`config.mk`:
```
export PLATFORM = sky130hd
export DESIGN_NAME = ex_div_unit
export DESIGN_NICKNAME = d
export VERILOG_FILES = /design/src/rtl/ex_div_unit.sv
export SDC_FILE = /design/constraint.sdc
export NUM_CORES = 1
export LEC_CHECK = 0
export CAP_MARGIN = 0
export CORE_ASPECT_RATIO = 0.6
export CORE_MARGIN = 1.5
export CORE_UTILIZATION = 59
export CTS_BUF_LIST = sky130_fd_sc_hd__clkbuf_8
export DETAILED_ROUTE_END_ITERATION = 8
export PLACE_DENSITY_LB_ADDON = 0.2
export SLEW_MARGIN = 30
export SYNTH_ARGS = -nofsm -noshare
export SYNTH_HDL_FRONTEND = slang
export SYNTH_SLANG_ARGS = --single-unit
export TNS_END_PERCENT = 10
```
`constraint.sdc`:
```
create_clock -name clk -period 8.8 [get_ports clk]
set_input_delay 1.32 -clock clk [delete_from_list [all_inputs] [get_ports clk]]
set_output_delay 1.32 -clock clk [all_outputs]
set_load 0.03 [all_outputs]
```
`src/rtl/ex_div_unit.sv`:
```
// ex_div_unit: iterative radix-2 restoring divider for the EX stage (DIV/DIVU).
// One quotient bit per cycle, MSB first. The pipeline is stalled while the
// divide runs, and the result is held in END until EX drops start.
//
// state  | meaning
// -------+-------------------------------------------------------------
// FREE   | idle; operands latched when start=1 and annul=0
// BYZERO | divisor was zero; next cycle publish all-ones / dividend
// ON     | one restoring step per cycle, WIDTH cycles total
// END    | ready=1, result held while start stays high
module ex_div_unit #(
    parameter int WIDTH = 32,
    parameter int CNT_W = 6
) (
    input  logic                 clk,
    input  logic                 rst,
    input  logic                 start,
    input  logic                 signed_div,
    input  logic [WIDTH-1:0]     opdata1,
    input  logic [WIDTH-1:0]     opdata2,
    input  logic                 annul,
    output logic [2*WIDTH-1:0]   result,
    output logic                 ready,
    output logic                 stallreq_ex
);

    typedef enum logic [1:0] {
        S_FREE   = 2'd0,
        S_BYZERO = 2'd1,
        S_ON     = 2'd2,
        S_END    = 2'd3
    } state_t;

    state_t                state_q, state_d;
    logic [CNT_W-1:0]      cnt_q, cnt_d;
    logic [WIDTH-1:0]      dvd_q, dvd_d;      // shifting |dividend|
    logic [WIDTH-1:0]      dvs_q, dvs_d;      // |divisor|
    logic [WIDTH-1:0]      rem_q, rem_d;      // partial remainder (always < divisor)
    logic [WIDTH-1:0]      quot_q, quot_d;
    logic [WIDTH-1:0]      op1_q, op1_d;      // raw dividend, needed for divide-by-zero
    logic                  qneg_q, qneg_d;    // negate quotient at the end
    logic                  rneg_q, rneg_d;    // negate remainder at the end
    logic [2*WIDTH-1:0]    result_q, result_d;

    logic [WIDTH-1:0]      abs1, abs2;
    logic [WIDTH:0]        rem_shift, trial;
    logic                  q_bit;
    logic [WIDTH-1:0]      rem_next, quot_next, quot_fix, rem_fix;
    logic                  last_step;

    // Magnitudes only matter for signed divides; the most negative value maps
    // to itself, which is still correct when read as unsigned.
    assign abs1 = (signed_div && opdata1[WIDTH-1]) ? (~opdata1 + WIDTH'(1)) : opdata1;
    assign abs2 = (signed_div && opdata2[WIDTH-1]) ? (~opdata2 + WIDTH'(1)) : opdata2;

    // One restoring step: the WIDTH+1 bit trial goes negative exactly when the
    // shifted remainder is below the divisor, so its MSB is the inverted quotient bit.
    assign rem_shift = {rem_q, dvd_q[WIDTH-1]};
    assign trial     = rem_shift - {1'b0, dvs_q};
    assign q_bit     = ~trial[WIDTH];
    assign rem_next  = q_bit ? trial[WIDTH-1:0] : rem_shift[WIDTH-1:0];
    assign quot_next = {quot_q[WIDTH-2:0], q_bit};
    assign quot_fix  = qneg_q ? (~quot_next + WIDTH'(1)) : quot_next;
    assign rem_fix   = rneg_q ? (~rem_next + WIDTH'(1)) : rem_next;
    assign last_step = (cnt_q == CNT_W'(WIDTH - 1));

    // Next-state and datapath update; annul overrides everything below reset.
    always_comb begin
        state_d  = state_q;
        cnt_d    = cnt_q;
        dvd_d    = dvd_q;
        dvs_d    = dvs_q;
        rem_d    = rem_q;
        quot_d   = quot_q;
        op1_d    = op1_q;
        qneg_d   = qneg_q;
        rneg_d   = rneg_q;
        result_d = result_q;

        case (state_q)
            S_FREE: begin
                if (start && !annul) begin
                    dvd_d   = abs1;
                    dvs_d   = abs2;
                    op1_d   = opdata1;
                    qneg_d  = signed_div & (opdata1[WIDTH-1] ^ opdata2[WIDTH-1]);
                    rneg_d  = signed_div & opdata1[WIDTH-1];
                    rem_d   = '0;
                    quot_d  = '0;
                    cnt_d   = '0;
                    state_d = (opdata2 == '0) ? S_BYZERO : S_ON;
                end
            end
            S_BYZERO: begin
                state_d  = S_END;
                result_d = {op1_q, {WIDTH{1'b1}}};
            end
            S_ON: begin
                rem_d  = rem_next;
                quot_d = quot_next;
                dvd_d  = {dvd_q[WIDTH-2:0], 1'b0};
                cnt_d  = cnt_q + CNT_W'(1);
                if (last_step) begin
                    state_d  = S_END;
                    result_d = {rem_fix, quot_fix};
                end
            end
            S_END: begin
                if (!start) begin
                    state_d  = S_FREE;
                    result_d = '0;
                end
            end
            default: begin
                state_d  = S_FREE;
                result_d = '0;
            end
        endcase

        if (annul) begin
            state_d  = S_FREE;
            result_d = '0;
        end
    end

    // State and datapath registers with synchronous reset.
    always_ff @(posedge clk) begin
        if (rst) begin
            state_q  <= S_FREE;
            cnt_q    <= '0;
            dvd_q    <= '0;
            dvs_q    <= '0;
            rem_q    <= '0;
            quot_q   <= '0;
            op1_q    <= '0;
            qneg_q   <= 1'b0;
            rneg_q   <= 1'b0;
            result_q <= '0;
        end else begin
            state_q  <= state_d;
            cnt_q    <= cnt_d;
            dvd_q    <= dvd_d;
            dvs_q    <= dvs_d;
            rem_q    <= rem_d;
            quot_q   <= quot_d;
            op1_q    <= op1_d;
            qneg_q   <= qneg_d;
            rneg_q   <= rneg_d;
            result_q <= result_d;
        end
    end

    assign result      = result_q;
    assign ready       = (state_q == S_END);
    assign stallreq_ex = start & ~ready & ~annul;

endmodule

```
# Word-level counts from Yosys, hierarchy flattened
# Index checks and enable logic that the tools add are counted.
word_totals:
  in_bits: 69
  word_cells: 68
  out_inout_bits: 66
  reg_bits: 233
op_classes:
  muxes: 20
  bitwise_logic: 12
  n_reduce_logical: 13
  n_eq_ne: 7
  addsub: 6
ops:
  columns: ["op", "n"]
  rows:
  - ["two-way mux 32 bit", 7]
  - ["case mux 64 bit (3 select lines)", 1]
  - ["adder 32 x 1 -> 32 bit, second input constant", 4]
  - ["two-way mux 64 bit", 2]
  - ["inverter 32 bit", 4]
  - ["case mux 32 bit (2 select lines)", 2]
  - ["case mux 31 bit (2 select lines)", 1]
  - ["subtractor 33 x 32 -> 33 bit", 1]
  - ["logical NOT 32 bit", 1]
  - ["case mux 6 bit (2 select lines)", 1]
  - ["two-way mux 2 bit", 4]
  - ["case mux 2 bit (4 select lines)", 1]
  - ["adder 6 x 1 -> 6 bit, second input constant", 1]
  - ["== test 6 x 5 -> 1 bit, second input constant", 1]
  - ["two-way mux 6 bit", 1]
  - ["inequality test 2 bit, second input constant", 3]
  - ["AND reduction 3 bit", 2]
  - ["bitwise AND 1 bit", 4]
  - ["== test 2 bit, second input constant", 2]
  - ["AND reduction 2 bit", 2]
  - ["logical AND 1 bit", 3]
  - ["inverter 1 bit", 3]
  - ["nonzero test 3 bit", 1]
  - ["== test 2 x 1 -> 1 bit, second input constant", 1]
  - ["5 further kinds", 5]

# Depth between registers and ports, before layout
# Gate-level depths: netlist (run 1).
depth:
  depth_word: 7
  ltp_mapped: 25
  ltp_nobuf: 22

# Worst setup path after synthesis (run 1)
# OpenSTA, ideal clock, no wires.
synth_path:
  path_type: "reg2reg"
  start: "register dvd_q[31]"
  end: "register result_q[60], in the netlist result[60]"
  path_buffers: 3
  path_stages_with_launch: 25
  arrival_time_ps: 4740
  setup_time_ps: 122
  required_ps: 8678
  synth_period_minus_slack_ps: 4862
  path_slack_ps: 3938
  path_cell_list: "dfxtp_1 inv_1 ha_1 fa_1 and2b_2 o2111ai_2 a32o_2 o211ai_2 a211oi_2 xnor2_4 inv_2 buf_4 buf_2 buf_1 o21ai_0 inv_1 ha_1 nand2_1 nor4_1 mux2i_1 a221oi_1 a41oi_1 xnor2_1 a221oi_1 nor2_1"
synth_via:
  elab_chain_cells: 7
synth_rtl:
  columns: ["item", "line", "source"]
  rows:
  - ["from (decl)", "36", "logic [WIDTH-1:0] dvd_q, dvd_d;"]
  - ["from (signal assigned)", "142", "dvd_q <= dvd_d;"]
  - ["subtractor 33 x 32 -> 33 bit", "59", "assign trial = rem_shift - {1'b0, dvs_q};"]
  - ["two-way mux 32 bit *", "61", "assign rem_next = q_bit ? trial[WIDTH-1:0] : rem_shift[WIDTH-1:0];"]
  - ["inverter 32 bit", "64", "assign rem_fix = rneg_q ? (~rem_next + WIDTH'(1)) : rem_next;"]
  - ["adder 32 x 1 -> 32 bit", "64", null]
  - ["two-way mux 32 bit *", "64", null]
  - ["two-way mux 64 bit *", "103", "if (last_step) begin"]
  - ["case mux 64 bit (3 select lines) *", "80", "case (state_q)"]
  - ["to (signal assigned)", "149", "result_q <= result_d;"]
  - ["to (decl)", "43", "logic [2*WIDTH-1:0] result_q, result_d;"]
# Every way passes the cells marked *; elsewhere a longest branch is shown, timed or not. The select of a mux whose other input is x is not followed.
# A chain may end at the register's enable or synchronous reset.

# Final worst setup path (run 1)
# Ends and elaborated chain as after synthesis.

==> metrics.yaml, run 1 <==
core-area_mm2: 0.0234
dieArea_mm2: 0.0251
synth_edf_count: 0
gp_congestion: 0.984
timing.final.crit_share: 0.677
post_cts_buffers: 0
setup_violations: 0
status: "completed"
grt_max_degree: 103
vias: 14600
multi_input_area_mm2: 0.00889
startpoint_type: "flop"
fillers: 1987
portBuffers: 134
drtIter0Drc: 1656
grt_pass1_wl_um: 71600
hold_viol_final: 0
swShare: 0.323
r2r-end: "result[60]$_SDFFE_PP0P_"
drv_cap: 0
clockPowerShare: 0.363
h-tree-depth: 2
synth.most_common_cell: "nand2_1"
end_kind: "flop"
syn_area_mm2: 0.0142
p_seq_frac: 0.416
synth_nets: 2034
clockBufferDepth: 3
whs_ps: 452
synth_top_area_share: 0.327
synthXorXnorAreaFrac: 0.0831
cts_buffers: 37
final.setup.tns_ps: 0
r2r_cells: 23
synthTopCellsByArea: "dfxtp_1 33%, nand2_1 8.1%, nor2_1 6.2%"
yosys_warnings: 0
p_switching_uw: 875
clock-root-buffer: "clkbuf_8"
path_clk_slew_ps: 60
grt_pass1_vias: 13000
synthFlopType: "dfxtp_1"
max-slew-margin-rel: 0.312
yosys.area.top_type: "dfxtp_1"
die_h_um: 123
synth.yosys.seq_area_share: 0.327
routed_wl_um: 45800
criticalPathCategory: "reg -> reg"
cp-endpoint: "result[60]$_SDFFE_PP0P_"
synth_fa_ha_area_frac: 0.0374
grt_use_total: 0.363
antenna_found_initial: 0
dp_hpwl_um: 33000
synth_mux_area_frac: 0.0115
firstDrtPassIters: 6
ir_worst_vdd_mv: 0.113
hold_path_class: "reg -> reg"
viasPerCell: 6.32
ant_nets: 0
area_growth_pct: 15.0
routedWlPerCell_um: 19.8
drive_gt1_frac: 0.0519
nNetsFinal: 2090
fp.dieW_um: 204
drv_slew: 0
route.detailed.drc: 0
crit_fanout: 43
clock.fmax_ghz: 0.168
tightest_slew_ps: 1020
cts_tree: "built"
cp_data_required_time_ps: 9230
synth_top_family_by_area: "compound AO/OA/AOI/OAI gates"
rsz0062_at_grt: "no"
crit_start: "dvd_q[31]$_SDFFE_PP0P_"
async_flop_share: 0
internal_power_mw: 1.83
synth_simple_gate_area_frac: 0.232
clk_latency_ps: 560
cts_resized: 0
overflow: 0
r2r_slack_ps: 2850
cts.sinks: 233
initial_core_util: 0.609
synth_area_per_cell_um2: 7.41
num_rows: 43
p_per_area_mw_per_mm2: 165
cp.arrival_ps: 6390
ios: 135
seqCellArea_mm2: 0.00467
fin_worst_skew_ps: 40.7
fin_crit_ps: 5950
rr_startpoint: "dvd_q[31]$_SDFFE_PP0P_"
diodes: 0
synth_compound_area_frac: 0.256
ys_ff_latch: 233
cts_hold_buffers: 0
yosys-top-cells-count: "308 x nand2_1, 234 x nor2_1, 233 x dfxtp_1"
synth_cell_types: 83
syn_inst: 1923
pwr-share-comb: 0.221
p_leak_nw: 6.22
[power groups by stage]
stage,Sequential [mW],Combinational (mW),Clock (mW)
floorplan,1.16,0.363,0
global route,1.13,0.646,1.03
global placement,1.15,0.569,0
finish,1.13,0.597,0.982
detailed placement,1.15,0.576,0
CTS,1.13,0.580,0.980
[final cells by class]
| cell class | count | area share |
|---|---|---|
| repair buffers | 148 | 0.0886 |
| clock buffers | 46 | 0.0386 |
| flip-flops and latches | 233 | 0.285 |
| inverters | 61 | 0.0140 |
| multi-input cells | 1498 | 0.543 |
| well taps | 315 | 0.0241 |
| clock inverters | 17 | 0.00733 |
[critical path, stage by stage, from the launching register on]
cell,delay (ps)
dfxtp_1,350
inv_1,70
ha_1,210
fa_1,400
and2b_2,270
o2111ai_2,230
a32o_2,440
o211ai_2,220
a211oi_2,150
xnor2_4,140
buf_4,430
inv_2,360
nand2_1,160
o21ai_0,150
inv_1,100
ha_1,240
nand2_1,100
nor4_1,390
mux2i_1,280
a221oi_1,380
a41oi_1,210
xnor2_1,200
a221oi_1,260
nor2_1,60
[metrics by stage]
| stage | util | power [mW] | setup WS [ps] | instance area [µm²] | instances |
|---|---|---|---|---|---|
| after floorplan | - | 1.53 | 3940 | 14200 | 1923 |
| after global placement | 0.667 | 1.72 | 3270 | 15600 | 2255 |
| after detailed placement | 0.668 | 1.72 | 3120 | 15600 | 2255 |
| after CTS | 0.700 | 2.68 | 3080 | 16400 | 2318 |
| after global routing | 0.700 | 2.81 | 2430 | 16400 | 2318 |
| final | 0.700 | 2.70 | 2850 | 16400 | 2318 |
[layer usage]
layer,track usage,vias up,part of all wire
met5,0,-,0
met4,0.0847,0,0.019
met3,0.154,72,0.15
met2,0.493,754,0.39
met1,0.522,6885,0.45
li1,-,6933,-
[layout by cell type (no fill, tap or decap), types with 7 or more instances in the layout]
| master | count |
|---|---|
| nand2b_1 | 16 |
| a221oi_1 | 26 |
| nor2_1 | 230 |
| clkbuf_8 | 46 |
| ha_1 | 40 |
| inv_1 | 70 |
| xor2_1 | 75 |
| o21ai_0 | 115 |
| nor4_1 | 22 |
| nand4_1 | 10 |
| dfxtp_1 | 232 |
| buf_4 | 13 |
| mux2i_1 | 13 |
| nor3_1 | 42 |
| a22oi_1 | 71 |
| and3_1 | 14 |
| o41ai_1 | 14 |
| a31oi_1 | 15 |
| nand2_1 | 308 |
| nand3_1 | 27 |
| a211oi_1 | 39 |
| xnor2_1 | 57 |
| clkdlybuf4s50_1 | 133 |
| or2_2 | 9 |
| a21oi_1 | 162 |
| o211ai_1 | 15 |
| a21o_1 | 16 |
| o31ai_1 | 21 |
| a311oi_1 | 7 |
| and2_1 | 13 |
| or3_1 | 20 |
| or4_1 | 9 |
[worst min path at each step]
stage,startpoint,endpoint,slack [ps],cells after the start
floorplan,op1_q[23]$_SDFFE_PP0P_,op1_q[23]$_SDFFE_PP0P_,430,2
global placement,dvd_q[2]$_SDFFE_PP0P_,dvd_q[2]$_SDFFE_PP0P_,440,2
detailed placement,dvd_q[17]$_SDFFE_PP0P_,dvd_q[17]$_SDFFE_PP0P_,440,2
CTS,dvd_q[17]$_SDFFE_PP0P_,dvd_q[17]$_SDFFE_PP0P_,450,2
global route,op1_q[29]$_SDFFE_PP0P_,op1_q[29]$_SDFFE_PP0P_,470,2
finish,dvd_q[21]$_SDFFE_PP0P_,dvd_q[21]$_SDFFE_PP0P_,450,2
[sequential cells by signal (all words and copies together), names as in the netlist]
signal   count
cnt_q        6
dvd_q       32
dvs_q       32
op1_q       32
qneg_q       1
quot_q      31
rem_q       32
result      64
rneg_q       1
state_q      2
[kinds of logic (layout without fill, tap and decap cells)]
group,after synthesis,after routing
flip-flops,233,233
XOR/XNOR,133,133
multiplexers,16,16
buffers and inverters,192,272
AO/OA/AOI/OAI,560,560
AND/OR/NAND/NOR,747,747
adder cells (fa/ha/maj),42,42
Power figures use the tool's default switching activity.
==> run 2: changes to the inputs <==
==> constraint.sdc (replaced) <==
create_clock -name clk -period 5.59 [get_ports clk]
set_input_delay 0.8385 -clock clk [delete_from_list [all_inputs] [get_ports clk]]
set_output_delay 0.8385 -clock clk [all_outputs]
set_load 0.03 [all_outputs]
==> metrics.yaml, run 2 (synthesis gave the netlist of run 1 again) <==
status: "completed"
dieArea_mm2: 0.0251  # unchanged
p_leak_nw: 6.23  # +0.24%
num_rows: 43  # unchanged
drv_cap: 0  # unchanged
criticalPathCategory: "reg -> reg"
crit_fanout: 11  # -74%
cts_buffers: 36  # -2.7%
final.setup.tns_ps: 0  # unchanged
cts_tree: "built"
routed_wl_um: 47800  # +4.4%
largest_reg_flops: 64  # unchanged
grt_max_degree: 94  # -8.7%
core-area_mm2: 0.0234  # unchanged
hold_viol_final: 0  # unchanged
h-tree-depth: 2  # unchanged
fin_worst_skew_ps: 33.9  # -6.82 ps
drive_gt1_frac: 0.0597  # +0.00775
clock-root-buffer: "clkbuf_8"
setup_violations: 0  # unchanged
p_per_area_mw_per_mm2: 261  # +58%
max-slew-margin-rel: 0.239  # -0.0734
cts_hold_buffers: 0  # unchanged
ir_worst_vdd_mv: 0.205  # +82%
fin_area_mm2: 0.0164  # +0.28%
path_clk_slew_ps: 70  # about the same
post_cts_buffers: 0  # unchanged
area_growth_pct: 15.3
viasPerCell: 6.42  # +1.6%
nNetsFinal: 2095  # +0.24%
grt_use_total: 0.374  # +0.0112
clock.fmax_ghz: 0.197  # +17%
fillers: 1979  # -0.40%
ant_nets: 0  # unchanged
firstDrtPassIters: 5  # -1
layout_commonest_cell: "nand2_1"
cp_data_required_time_ps: 6060  # -3170 ps
dp_hpwl_um: 34700  # +5.1%
clk_latency_ps: 590  # +30 ps
fp.dieW_um: 204  # unchanged
antenna_found_initial: 0  # unchanged
fin_crit_ps: 5090  # -865 ps
r2r_slack_ps: 500  # -2340 ps
cp.arrival_ps: 5560  # -830 ps
die_h_um: 123  # unchanged
route.detailed.drc: 0  # unchanged
multi_input_area_mm2: 0.00889  # about the same
dpl_cell_area_mm2: 0.0157  # +0.22%
end_kind: "flop"
routedWlPerCell_um: 20.6  # +4.1%
drtIter0Drc: 1893  # +14%
gp_congestion: 0.989  # +0.55%
grt_pass1_wl_um: 73200  # +2.2%
drv_slew: 0  # unchanged
vias: 14900  # +1.9%
clockBufferDepth: 3  # unchanged
diodes: 0  # unchanged
tightest_slew_ps: 1130  # +108 ps
timing.final.crit_share: 0.910  # +0.234
initial_core_util: 0.609  # unchanged
seqCellArea_mm2: 0.00467  # unchanged
ios: 135  # unchanged
startpoint_type: "flop"
portBuffers: 134  # unchanged
whs_ps: 451  # -0.687 ps
total_power_mw: 4.29  # +59%
grt_pass1_vias: 13000  # -0.069%
overflow: 0  # unchanged
hold_path_class: "reg -> reg"
cts.sinks: 233  # unchanged
rsz0062_at_grt: "no"
layout_common_cells: "308 x nand2_1, 232 x dfxtp_1, 230 x nor2_1"
[run 2: changes by cell type in the layout (fill, tap and decap cells not counted), moves of 2 or more]
cell,delta
clkbuf_8,-2
inv_1,-7
buf_6,-2
clkinv_2,+8
buf_4,+8
[run 2: timing repair]
item / CTS / global route
endpoints found under the setup margin: 0 / 1
gates resized for setup: 0 / 1
hold endpoints to repair: 0 / 0
[run 2: final cells by class]
type,instances,share of cell area
Clock inverter,21,0.00967
Inverter,61,0.0139
Clock buffer,44,0.0369
Tap cell,315,0.0240
Timing Repair Buffer,154,0.0906
Multi-Input combinational cell,1498,0.541
Sequential cell,233,0.284
[run 2: where the power goes]
group | internal (mW) | total (mW) | switching (mW)
combinational | 0.327 | 0.955 | 0.628
clock | 0.817 | 1.56 | 0.745
sequential | 1.73 | 1.78 | 0.0480
[run 2: final timing paths]
path                               start                      end  cells past startpoint
setup / recovery  dvd_q[31]$_SDFFE_PP0P_  result[60]$_SDFFE_PP0P_                     21
hold / removal    dvd_q[19]$_SDFFE_PP0P_   dvd_q[19]$_SDFFE_PP0P_                      2
setup reg to reg  dvd_q[31]$_SDFFE_PP0P_  result[60]$_SDFFE_PP0P_                     21
hold reg to reg   dvd_q[19]$_SDFFE_PP0P_   dvd_q[19]$_SDFFE_PP0P_                      2
[run 2: critical path: stages, from the launching register on]
cell,delay (ps)
dfxtp_1,350
inv_1,60
ha_1,220
fa_1,400
and2b_2,270
o2111ai_2,210
a32o_2,410
o211ai_2,200
a211oi_2,170
xnor2_4,170
inv_2,160
nor2_1,70
a21oi_1,240
ha_1,300
nand2_1,100
nor4_1,360
mux2i_1,290
a221oi_2,320
a41oi_1,180
xnor2_1,200
a221oi_1,230
nor2_1,60
[run 2: metal layers]
metal,up-vias,part of all wire,global-route usage
li1,6950,-,-
met1,6978,0.45,0.569
met2,906,0.38,0.491
met3,93,0.14,0.116
met4,0,0.023,0.114
met5,-,0,0
[run 2: metrics by stage]
| step | util | instances | setup slack, ps |
|---|---|---|---|
| finish | 0.702 | 2326 | 501 |
| global route | 0.702 | 2326 | 56.1 |
| CTS | 0.702 | 2326 | 535 |
| detailed placement | 0.669 | 2261 | 524 |
| global placement | 0.669 | 2261 | 721 |
| floorplan | - | 1923 | 728 |
